File: config.mk
export PLATFORM = sky130hd
export DESIGN_NAME = calc_sequencer
export DESIGN_NICKNAME = d
export VERILOG_FILES = /design/src/rtl/calc_sequencer.sv
export SDC_FILE = /design/constraint.sdc
export NUM_CORES = 1
export LEC_CHECK = 0
export BUFFER_PORTS_ARGS = -buffer_cell sky130_fd_sc_hd__buf_4
export CORE_AREA = 2 2 141 143
export CTS_CLUSTER_SIZE = 20
export DETAILED_ROUTE_END_ITERATION = 8
export DIE_AREA = 0 0 143 145
export GPL_ROUTABILITY_DRIVEN = 0
export PLACE_DENSITY = 0.6
export SYNTH_ARGS = -nofsm -noshare
export SYNTH_HDL_FRONTEND = slang
export SYNTH_SLANG_ARGS = --single-unit
File: constraint.sdc
create_clock -name clk -period 2.21 [get_ports clk]
set_input_delay 0.442 -clock clk [delete_from_list [all_inputs] [get_ports clk]]
set_output_delay 0.442 -clock clk [all_outputs]
set_load 0.05 [all_outputs]
File: src/rtl/calc_sequencer.sv
// calc_sequencer: synchronises the enter button and sequences operand capture,
// the ALU start/done handshake (with timeout), result chaining and error recovery.
module calc_sequencer #(
    parameter int unsigned DATA_W      = 40,
    parameter int unsigned SYNC_STAGES = 2,
    parameter int unsigned ALU_TIMEOUT = 255
) (
    input  logic              clk,
    input  logic              reset,
    input  logic              enter_button,
    input  logic              enable_switch,
    input  logic [DATA_W-1:0] in_val,
    input  logic [DATA_W-1:0] alu_result,
    input  logic              alu_sign,
    input  logic              alu_done,
    input  logic              alu_err,
    output logic [DATA_W-1:0] op_a,
    output logic [DATA_W-1:0] op_b,
    output logic              alu_start,
    output logic [DATA_W-1:0] result,
    output logic              o_sign,
    output logic              busy,
    output logic [1:0]        display_sel,
    output logic [3:0]        led
);

    localparam int unsigned TW = $clog2(ALU_TIMEOUT + 1);
    localparam logic [TW-1:0] TMAX = TW'(ALU_TIMEOUT);

    typedef enum logic [2:0] {
        S_IN1  = 3'd0,
        S_IN2  = 3'd1,
        S_WAIT = 3'd2,
        S_RES  = 3'd3,
        S_CONT = 3'd4,
        S_ERR  = 3'd5
    } state_t;

    state_t                 r_state;
    state_t                 w_next;
    logic [TW-1:0]          r_timer;
    logic [SYNC_STAGES-1:0] r_sync;
    logic [SYNC_STAGES-1:0] r_vld;
    logic                   r_prev;
    logic                   r_armed;
    logic                   r_evt;
    logic                   w_sync;
    logic                   w_fire;

    assign w_sync = r_sync[SYNC_STAGES-1];
    assign w_fire = r_evt & enable_switch;

    // r_armed only rises once a genuine (post-reset) low level has been seen,
    // so a button held through reset release cannot produce an event.
    always_ff @(posedge clk) begin
        if (reset) begin
            r_sync  <= '0;
            r_vld   <= '0;
            r_prev  <= 1'b0;
            r_armed <= 1'b0;
            r_evt   <= 1'b0;
        end else begin
            r_sync  <= {r_sync[SYNC_STAGES-2:0], enter_button};
            r_vld   <= {r_vld[SYNC_STAGES-2:0], 1'b1};
            r_prev  <= w_sync;
            r_armed <= r_armed | (r_vld[SYNC_STAGES-1] & ~w_sync);
            r_evt   <= r_armed & w_sync & ~r_prev;
        end
    end

    function automatic logic [1:0] f_disp(input state_t s);
        case (s)
            S_IN1:   return 2'b00;
            S_RES:   return 2'b11;
            S_ERR:   return 2'b10;
            default: return 2'b01;
        endcase
    endfunction

    function automatic logic [3:0] f_led(input state_t s);
        case (s)
            S_IN1:   return 4'b0001;
            S_IN2:   return 4'b0010;
            S_WAIT:  return 4'b0011;
            S_RES:   return 4'b0100;
            S_CONT:  return 4'b1000;
            default: return 4'b1111;
        endcase
    endfunction

    // alu_done is ignored in the start cycle; a done strobe beats a coincident timeout.
    always_comb begin
        w_next = r_state;
        case (r_state)
            S_IN1:  if (w_fire) w_next = S_IN2;
            S_IN2:  if (w_fire) w_next = S_WAIT;
            S_WAIT: begin
                if (!alu_start && alu_done) w_next = alu_err ? S_ERR : S_RES;
                else if (r_timer == TMAX)   w_next = S_ERR;
            end
            S_RES:  if (w_fire) w_next = S_CONT;
            S_CONT: if (w_fire) w_next = S_WAIT;
            S_ERR:  if (w_fire) w_next = S_IN1;
            default: w_next = S_IN1;
        endcase
    end

    always_ff @(posedge clk) begin
        if (reset) begin
            r_state     <= S_IN1;
            r_timer     <= '0;
            op_a        <= '0;
            op_b        <= '0;
            result      <= '0;
            o_sign      <= 1'b0;
            alu_start   <= 1'b0;
            busy        <= 1'b0;
            display_sel <= 2'b00;
            led         <= 4'b0000;
        end else begin
            r_state     <= w_next;
            alu_start   <= (w_next == S_WAIT) && (r_state != S_WAIT);
            busy        <= (w_next == S_WAIT);
            display_sel <= f_disp(w_next);
            if (w_next != r_state) led <= f_led(w_next);

            if (r_state == S_WAIT) r_timer <= (r_timer == TMAX) ? r_timer : r_timer + TW'(1);
            else                   r_timer <= '0;

            case (r_state)
                S_IN1: if (w_fire) begin
                    op_a   <= in_val;
                    o_sign <= 1'b0;
                end
                S_IN2:  if (w_fire) op_b <= in_val;
                S_WAIT: if (!alu_start && alu_done && !alu_err) begin
                    result <= alu_result;
                    o_sign <= alu_sign;
                end
                S_RES:  if (w_fire) op_a <= result;
                S_CONT: if (w_fire) op_b <= in_val;
                S_ERR:  if (w_fire) begin
                    op_a   <= '0;
                    op_b   <= '0;
                    result <= '0;
                    o_sign <= 1'b0;
                end
                default: ;
            endcase
        end
    end

endmodule

Word level (Yosys, flattened, before mapping)
Cells that the tools add are included.
Widths: inputs -> output; s select.

operators by class
  add/subtract/negate cells = 1
  eq/ne operators = 19
  multiplexer cells = 21
  bitwise logic cells = 8
  reductions and logical operators = 18

operators by type and width
  kind                 number
  $mux 40              4
  $pmux 40 s2          2
  $pmux 40 s3          1
  $mux 3               7
  $pmux 4 s5           1
  $pmux 3 s5           1
  $eq 3x2->1 const B   4
  $eq 3x3->1 const B   4
  $reduce_and 3->1     3
  $add 8x1->8 const B  1
  $eq 8x8->1 const B   1
  $eq 3x1->1 const B   2
  $logic_not 3->1      2
  $ne 2x1->1 const B   3
  $ne 2x2->1 const B   3
  $pmux 2 s3           1
  $reduce_bool 2->1    3
  $reduce_or 2->1      3
  $and 1x1->1          4
  $reduce_and 4->1     1
  $logic_and 1x1->1    3
  $mux 1               3
  $ne 3x2->1 const B   1
  $ne 3x3->1           1
  5 further kinds      8

word-level totals
  bits in registers = 147
  output and inout bits = 129
  word-level logic and storage cells = 83

Logic depth before layout (Yosys ltp)
Gate-level depths: netlist of the first run.

  depth in word-level cells = 6
  depth in mapped cells = 8
  depth with buffers taken out = 6

Worst setup path before layout of the first run
No wires, ideal clock.

  path type = reg-to-reg
  start point = register r_state[2]
  end point = register o_sign
  library setup time = 0.128 ns
  arrival time = 1.692 ns
  data required time = 2.082 ns
  path slack = 0.391 ns
  stages on the path, launching flop included = 8
  clock period less this slack = 1.819 ns
  cells stage by stage = dfxtp_1 > buf_2 > or3b_1 > or3_4 > o21a_1 > buf_6 > a32oi_1 > nor2_1

on the way
  longest elaborated chain between the ends = 4
  elaborated cells between the ends (all ways) = 9

ends and longest elaborated chain
  item                                                              RTL line  RTL
  from (decl)                                                       39        state_t r_state;
  from (signal assigned)                                            121       r_state <= w_next;
  $eq 3x3->1 or $logic_not 3->1 (tied branches)                     130       case (r_state)
  $reduce_or 2->1 (no source line)                                  n/a
  $ne 2x1->1 (no source line) or $reduce_bool 2->1 (tied branches)  n/a
  $reduce_and 3->1 (no source line)                                 n/a
  to (signal assigned)                                              138       o_sign <= alu_sign;
  to (decl)                                                         21        output logic o_sign,

Several ways; a longest one is shown, not always the timed one.
A chain may end at the register's enable or synchronous reset.

Final worst setup path of the first run
  start point = register r_state[0]
  end point = register o_sign

Same word-level chain as after synthesis.

==> results_dict.tcl, run 1 <==
set metrics [dict create \
    ctsHoldBuffers 0 \
    area_growth_syn_to_layout_pct 44.5 \
    grt_pass1_vias 5206 \
    cts_max_path_buffers 2 \
    crit_family "simple AND/OR/NAND/NOR gates" \
    grt_pass1_wl_mm 28.8 \
    seq_area_frac_synth 0.517 \
    max_cap_viol_count 0 \
    final_net_count 948 \
    die_w_um 143 \
    start_kind "register" \
    vias_per_cell 4.89 \
    busiest_layer "met2" \
    met3_usage 0.0587 \
    period_needed_ps 2060 \
    globalRouteOverflowTotal 0 \
    crit_fanout 30 \
    finalHoldViolCount 0 \
    final-setup-viol-count 0 \
    dpl-instance-area_mm2 0.00764 \
    avgSynthCellArea_um2 8.60 \
    path_buf_inv 1 \
    clock-sinks 147 \
    synth_top_flop_cell "dfxtp_1" \
    ff2ff_setup_slack_ps 150 \
    antenna_found_initial 0 \
    grt_max_degree 61 \
    core_region_area_mm2 0.0192 \
    r2r_cells 6 \
    cp.depth 6 \
    critical_path_required_ps 2510 \
    layout-drive-gt1-share 0.339 \
    finalSetupTns_ps 0 \
    fmax_mhz 486 \
    synthCells 662 \
    yosysTopAreaCell "dfxtp_1" \
    cp.arrival_ps 2350 \
    root_buffer "clkbuf_16" \
    synth-seq-cells 147 \
    timing.rr.start "r_state[0]" \
    antenna_cells 0 \
    outcome "complete, no violations" \
    crit_path_end_kind "register" \
    cts_resized 0 \
    ir_drop_uv 498 \
    cellPowerDensity_mw_per_mm2 708 \
    crit_end "o_sign" \
    h-tree-depth 4 \
    tightest_slew_ps 554 \
    wire_per_inst_um 16.5 \
    synth_top_area_frac 0.517 \
    wl_mm 18.8 \
    crit_type "register to register" \
    initial_core_util 0.297 \
    clock_latency_ps 420 \
    synth_area_leaders "dfxtp_1 (52%), nand3_1 (7.2%), a311oi_1 (6.2%)" \
    period_share 0.932 \
    critical_path.cell_chain "or3b_1, or3_4, o21a_1, buf_4, a32oi_1, nor2_1" \
    antenna_left 0 \
    reg2reg_to "o_sign" \
    dr.pass1.iters 5 \
    synth.distinct_cells 44 \
    cpPeakStageDelay_ps 490 \
    synth-edff-count 0 \
    die_area_mm2 0.0207 \
    drtIter0Drc 217 \
    maxSlewHeadroom 0.628 \
    ys_warn_count 0 \
    die-height_um 145 \
    hp-class "input port to register" \
    io_buffer_count 215 \
    crit_path_start "r_state[0]" \
    leakagePower_uw 0.00330 \
    post_cts_buffers 0 \
    post-dp-hpwl_mm 12.9 \
    skew_ps 10.1 \
    rsz0062_at_grt "no" \
    met1_usage 0.234 \
    fp-row-count 51 \
    io_pins 216 \
    cts_tree "built" \
    syn_nets 750 \
    final_area_mm2 0.00823 \
    cpMaxStageDelayCell "or3_4" \
    grt_use_total 0.178 \
    num_vias 5559 \
    finalMaxSlewViolations 0 \
    use_met2 0.279 \
    synth_area_mm2 0.00570 \
    drc 0 \
    clk_pin_slew_worst_paths_ps 60 \
    ys_async_sr_fraction 0 \
    cts_buffers 17 \
]
## worst reg2reg max path, stage by stage (launching register included)
cell and delay (ps):
dfxtp_1 310, or3b_1 450, or3_4 490, o21a_1 140, buf_4 250, a32oi_1 240, nor2_1 60
## worst min path at each step
stage,cells after the start,slack (ps),startpoint,end
after global placement,1,400,r_prev,r_evt
after global routing,3,240,alu_sign,o_sign
final,3,260,alu_sign,o_sign
after floorplan,1,380,r_prev,r_evt
after detailed placement,1,400,r_prev,r_evt
after CTS,3,240,alu_sign,o_sign
## registers in the layout (all words and copies together), names as in the netlist
name,cells
r_vld,2
alu_start,1
led,4
r_sync,2
display_sel,2
result,40
r_prev,1
op_a,40
r_timer,8
o_sign,1
op_b,40
r_state,3
busy,1
r_evt,1
r_armed,1
## area by class of cell
class                           count  area, um^2
Sequential cell                   147        2940
Fill cell                        1940       11000
Multi-Input combinational cell    447        2490
Tap cell                          265         332
Timing Repair Buffer              242        1850
Inverter                            5        18.8
Clock inverter                      8         101
Clock buffer                       23         488
## placed cells by master, fill, tap and decap left out, drive strengths merged, types with 4 or more instances in the layout
| master | n |
|---|---|
| buf | 242 |
| dfxtp | 147 |
| nand2 | 90 |
| nor2 | 85 |
| nand3 | 82 |
| a21oi | 54 |
| a311oi | 40 |
| a22oi | 29 |
| clkbuf | 23 |
| o221a | 12 |
| xnor2 | 6 |
| inv | 5 |
| nor2b | 5 |
| o21ai | 5 |
| xor2 | 4 |
| and3 | 4 |
## cells by family (layout without fill, tap and decap cells)
logic type,after synthesis,in the layout,share of synthesized area
compound gates,154,154,0.199
xor+xnor,10,10,0.0154
fa+ha+maj,1,1,0.00220
buf+inv,68,278,0.0496
flops,147,147,0.517
simple gates,282,282,0.217
## cell usage after synthesis, drive strengths merged (2+ instances only)
cell,number
a211oi,3
a22oi,29
nor3,3
o221a,12
and3,4
a21oi,54
inv,5
dfxtp,147
or3,2
nand3,82
xor2,4
a311oi,40
nand3b,3
xnor2,6
clkbuf,47
o2111ai,2
nor4b,2
o21ai,5
nor2b,5
buf,16
nand2,90
nor2,85
## power by group
part	switching [uW]	internal (uW)
Sequential	4.08	2660
Combinational	125	131
Clock	1130	1780
## stage by stage
step | hold slack [ps] | total power (uW) | setup slack, ps | utilization | instances
floorplan | 376 | 2810 | 391 | - | 662
global placement | 398 | 2980 | 179 | 0.398 | 1106
detailed placement | 397 | 2980 | 174 | 0.398 | 1106
CTS | 238 | 5890 | 153 | 0.428 | 1137
global route | 242 | 6010 | 1.15 | 0.428 | 1137
finish | 261 | 5820 | 151 | 0.428 | 1137
## layer usage
metal  up-vias  share of wire
met5         -              0
met4         0          0.014
met3        19          0.072
met2       180           0.46
met1      2612           0.45
li1       2748              -
Power figures use the tool's default switching activity.
==> inputs of run 2 (changes only) <==
BUFFER_PORTS_ARGS = unset   (was -buffer_cell sky130_fd_sc_hd__buf_4)
CORE_AREA = 2 2 131 133   (was 2 2 141 143)
DIE_AREA = 0 0 133 135   (was 0 0 143 145)
DONT_BUFFER_PORTS = 1   (was unset)
GPL_ROUTABILITY_DRIVEN = 1   (was 0)
PLACE_DENSITY = 0.55   (was 0.6)
==> run 2 against run 1 <==
Global-route usage up 0.87 points; clock power up 2%; die area down 13%; first-iteration DRC count up 14%; largest power group unchanged.
==> results_dict.tcl, run 2 (synthesized netlist as in run 1, its figures left out) <==
set metrics [dict create \
    tightest_slew_ps 673 \
    grt_pass1_vias 4611 \
    grt_use_total 0.187 \
    grt_pass1_wl_mm 26.0 \
    cpPeakStageDelay_ps 480 \
    die_area_mm2 0.0180 \
    num-fill-cells 1641 \
    crit_path_start "r_state[0]" \
    final_cell_mix "dfxtp_1 (147), nand2_1 (89), nor2_1 (84), nand3_1 (82), a21oi_1 (54)" \
    drtIter0Drc 248 \
    post_cts_buffers 0 \
    initial_core_util 0.347 \
    die_w_um 133 \
    wire_per_inst_um 19.5 \
    clock_latency_ps 420 \
    gp_congestion 0.765 \
    ctsHoldBuffers 0 \
    final-setup-viol-count 0 \
    final_net_count 727 \
    h-tree-depth 4 \
    antenna_found_initial 0 \
    rsz0062_at_grt "no" \
    finalMaxSlewViolations 0 \
    leakagePower_uw 0.00215 \
    grt_max_degree 127 \
    num_vias 4845 \
    cts_max_path_buffers 2 \
    crit_path_end_kind "register" \
    hp-class "input port to register" \
    cts_tree "built" \
    io_buffer_count 0 \
    ir_drop_uv 484 \
    post-route-util 0.398 \
    hp-start "reset" \
    area_growth_syn_to_layout_pct 14.7 \
    clk_pin_slew_worst_paths_ps 60 \
    cp.arrival_ps 2320 \
    final_common_cell "dfxtp_1" \
    core_region_area_mm2 0.0164 \
    die-height_um 135 \
    max_cap_viol_count 0 \
    period_needed_ps 2000 \
    cts_resized 0 \
    cts_buffers 17 \
    cpMaxStageDelayCell "or3_4" \
    wl_mm 17.0 \
    io_pins 216 \
    start_kind "register" \
    antenna_left 0 \
    cellPowerDensity_mw_per_mm2 873 \
    globalRouteOverflowTotal 0 \
    skew_ps 7.66 \
    clock-sinks 147 \
    finalSetupTns_ps 0 \
    dr.pass1.iters 5 \
    crit_fanout 30 \
    top_regs "op_a (40), op_b (40), result (40)" \
    vias_per_cell 5.56 \
    finalHoldViolCount 0 \
    period_share 0.905 \
    root_buffer "clkbuf_16" \
    timing.rr.start "r_state[0]" \
    layout-drive-gt1-share 0.120 \
    fp-row-count 47 \
    crit_type "register to register" \
    post-dp-hpwl_mm 11.7 \
    critical_path_required_ps 2530 \
    antenna_cells 0 \
    fmax_mhz 500 \
    critical_path.cell_chain "or3b_1, or3_4, o21a_1, buf_4, a32oi_1, nor2_1" \
    outcome "complete, no violations" \
    maxSlewHeadroom 0.551 \
    drc 0 \
]
## run 2: final cells by class
cell class	instances	area, um^2	area share
multi-input combinational	447	2500	0.383
tap	220	275	0.0421
timing repair buffer	21	183	0.0280
sequential	147	2940	0.450
clock inverter	11	151	0.0232
clock buffer	21	460	0.0705
inverter	5	18.8	0.00287
## run 2: routing by layer
metal / vias up / wire (um) / track usage / part of all wire
met2: 214 / 8270 / 0.308 / 0.49
li1: 2312 / - / - / -
met5: - / 0 / 0 / 0
met1: 2305 / 6720 / 0.217 / 0.40
met3: 14 / 1770 / 0.0818 / 0.10
met4: 0 / 211 / 0.0669 / 0.012
## run 2: final timing paths
check	slack, ps	cells after the start	to
max	210	6	o_sign
min	100	1	result[27]
max reg2reg	210	6	o_sign
min reg2reg	410	1	r_evt
## run 2: through the flow
| step | cells | power [uW] | worst slack (ps) | cell area [um^2] | hold WS (ps) |
|---|---|---|---|---|---|
| final | 872 | 5710 | 209 | 6530 | 99.3 |
| after global routing | 872 | 5890 | 48.0 | 6530 | 76.5 |
| after CTS | 872 | 5770 | 125 | 6520 | 73.0 |
| after detailed placement | 840 | 2790 | 165 | 5910 | 399 |
| after global placement | 840 | 2790 | 200 | 5910 | 382 |
| after floorplan | 662 | 2810 | 391 | 5700 | 376 |
## run 2: critical path: cells and delay by family (launching register included)
family	cells	cell delay, ps
compound gates	2	370
simple gates	3	970
flops	1	300
buf+inv	1	240
## run 2: report_power, final
part | internal (uW) | switching [uW] | total, uW
logic | 23.8 | 29.5 | 53.3
clock network | 1840 | 1130 | 2970
registers | 2660 | 21.9 | 2680
total | 4530 | 1180 | 5710
==> inputs of run 3 (changes only) <==
ABC_AREA = 1   (was unset)
CORE_AREA = 2 2 132 134   (was 2 2 131 133)
DIE_AREA = 0 0 134 136   (was 0 0 133 135)
==> run 3 against run 2 <==
Area after synthesis increased by 1.4%; utilization decreased by 1.4 points; largest cell class unchanged; register-to-register slack improved by 260 ps; via count increased by 3.6%; critical path depth increased by 2; routed wire length increased by 0.62%; non-clock buffer count decreased by 3; sequential cell count unchanged; total power decreased by 4.2%; sequential share of layout area increased by 0.31 points; clock power decreased by 9.1%; design area decreased by 0.69%.
==> results_dict.tcl, run 3 <==
set metrics [dict create \
    hp-start "reset" \
    skew_ps 11.3 \
    synth-seq-cells 147 \
    crit_path_start "r_state[2]" \
    rsz0062_at_grt "no" \
    initial_core_util 0.342 \
    highest_layer "met4" \
    die_w_um 134 \
    reg2reg_to "result[29]" \
    fmax_mhz 574 \
    r2r_cells 8 \
    period_share 0.788 \
    whs_ps 97.6 \
    max_cap_viol_count 0 \
    antenna_cells 0 \
    grt_use_total 0.185 \
    cts_buffers 17 \
    dpl-instance-area_mm2 0.00594 \
    drc 0 \
    crit_top_cell "inv_2" \
    cellPowerDensity_mw_per_mm2 843 \
    start_kind "register" \
    instances_no_fill 964 \
    ys_top_cells_by_count "nand2_1 (190), dfxtp_1 (147), nand3_1 (88)" \
    cp.arrival_ps 2100 \
    outcome "complete, no violations" \
    crit_type "register to register" \
    syn_nets 837 \
    area_growth_syn_to_layout_pct 12.4 \
    synth_top_area_frac 0.510 \
    clk_pin_slew_worst_paths_ps 60 \
    finalMaxSlewViolations 0 \
    io_buffer_count 0 \
    globalRouteOverflowTotal 0 \
    route.met2.wl_mm 7.51 \
    met1_length_mm 7.66 \
    gp_congestion 0.810 \
    post-route-util 0.384 \
    final_area_mm2 0.00649 \
    wl_met3_mm 1.57 \
    die-height_um 136 \
    leakagePower_uw 0.00229 \
    root_buffer "clkbuf_16" \
    clock-sinks 147 \
    antenna_found_initial 0 \
    synth.most_common_cell "nand2_1" \
    synth_area_leaders "dfxtp_1 (51%), nand2_1 (12%), nand3_1 (7.6%)" \
    antenna_left 0 \
    core_region_area_mm2 0.0169 \
    ff2ff_setup_slack_ps 470 \
    maxSlewHeadroom 0.576 \
    post-dp-hpwl_mm 11.6 \
    cts_tree "built" \
    ys_async_sr_fraction 0 \
    final-setup-viol-count 0 \
    ir_drop_uv 493 \
    h-tree-depth 4 \
    cts_resized 0 \
    post_cts_buffers 0 \
    synth_top_flop_cell "dfxtp_1" \
    final_net_count 817 \
    synth.distinct_cells 31 \
    avgSynthCellArea_um2 7.71 \
    yosysTopAreaCell "dfxtp_1" \
    synth_area_mm2 0.00577 \
    critical_path_required_ps 2560 \
    layout-drive-gt1-share 0.0961 \
    hold_end "result[37]" \
    hold-path-cell-count 1 \
    clock_latency_ps 420 \
    finalSetupTns_ps 0 \
    finalHoldViolCount 0 \
    num_vias 5019 \
    cpPeakStageDelay_ps 410 \
    top_regs "op_a (40), op_b (40), result (40)" \
    wl_mm 17.1 \
    dr.pass1.iters 5 \
    crit_fanout 16 \
    synthCells 749 \
    grt_pass1_vias 4740 \
    timing.rr.start "r_state[2]" \
    grt_max_degree 94 \
    final_common_cell "nand2_1" \
    cpMaxStageDelayCell "dfxtp_1" \
    io_pins 216 \
    die_area_mm2 0.0182 \
    period_needed_ps 1740 \
    vias_per_cell 5.21 \
    wire_per_inst_um 17.7 \
    cts_max_path_buffers 2 \
    grt_pass1_wl_mm 26.3 \
    seq_area_frac_synth 0.510 \
    critical_path.cell_chain "inv_2, nand3_2, inv_2, nand2_2, inv_2, buf_4, nand2_1, a21oi_1" \
    hp-class "input port to register" \
    synth-edff-count 0 \
    ctsHoldBuffers 0 \
    crit_path_end_kind "register" \
    ys_warn_count 0 \
    final_cell_mix "nand2_1 (190), dfxtp_1 (147), a21oi_1 (87), nand3_1 (87), a31oi_1 (41)" \
    fp-row-count 48 \
    placed_cells 935 \
    tightest_slew_ps 636 \
    drtIter0Drc 241 \
]
## run 3: cell types whose count changed after synthesis, sizes merged, moves of 26 or more
cell / change
nand2: +107
a22oi: -28
a21oi: +33
clkbuf: -26
a31oi: +41
nor2: -49
a311oi: -40
o21ai: +46
## run 3: where the power goes
group / total [uW] / internal, uW / switching (uW)
clock: 2700 / 1640 / 1060
sequential: 2700 / 2660 / 32.0
combinational: 73.4 / 30.7 / 42.6
total: 5470 / 4340 / 1130
## run 3: worst max-delay path by stage
stage	slack [ps]	cells past startpoint	to
6_report	470	8	result[29]
5_1_grt	250	7	op_b[32]
4_1_cts	460	8	result[29]
3_5_place_dp	470	9	result[2]
3_3_place_gp	480	8	result[29]
2_1_floorplan	650	11	led[0]
## run 3: through the flow
stage	worst slack [ps]	power, uW
6_report	468	5470
5_1_grt	247	5660
4_1_cts	459	5540
3_5_place_dp	471	2830
3_3_place_gp	479	2830
2_1_floorplan	647	2830
## run 3: kinds of logic after synthesis
| logic type | after synthesis | share of synthesized area |
|---|---|---|
| buffers and inverters | 83 | 0.0676 |
| DFF | 147 | 0.510 |
| xor gates and xnor gates | 4 | 0.00607 |
| AOI/OAI and AO/OA | 181 | 0.167 |
| and+or+nand+nor | 333 | 0.247 |
| adders and majority gates | 1 | 0.00217 |
## run 3: final cells by class
cell class	count	area, um^2
Sequential cell	147	2940
Clock inverter	5	52.6
Fill cell	1776	10400
Timing Repair Buffer	18	160
Tap cell	225	282
Multi-Input combinational cell	519	2460
Inverter	26	97.6
Clock buffer	24	492
## run 3: metal layers
| layer | GRT usage | vias to the layer above |
|---|---|---|
| li1 | - | 2484 |
| met1 | 0.237 | 2329 |
| met2 | 0.280 | 182 |
| met3 | 0.0701 | 24 |
| met4 | 0.0762 | 0 |
| met5 | 0 | - |
## run 3: worst max-delay path, delay by kind of cell, from the launching register on
family / cells / cell delay (ps)
AO/OA/AOI/OAI: 1 / 130
flip-flops: 1 / 410
AND/OR/NAND/NOR: 3 / 280
buffers and inverters: 4 / 840
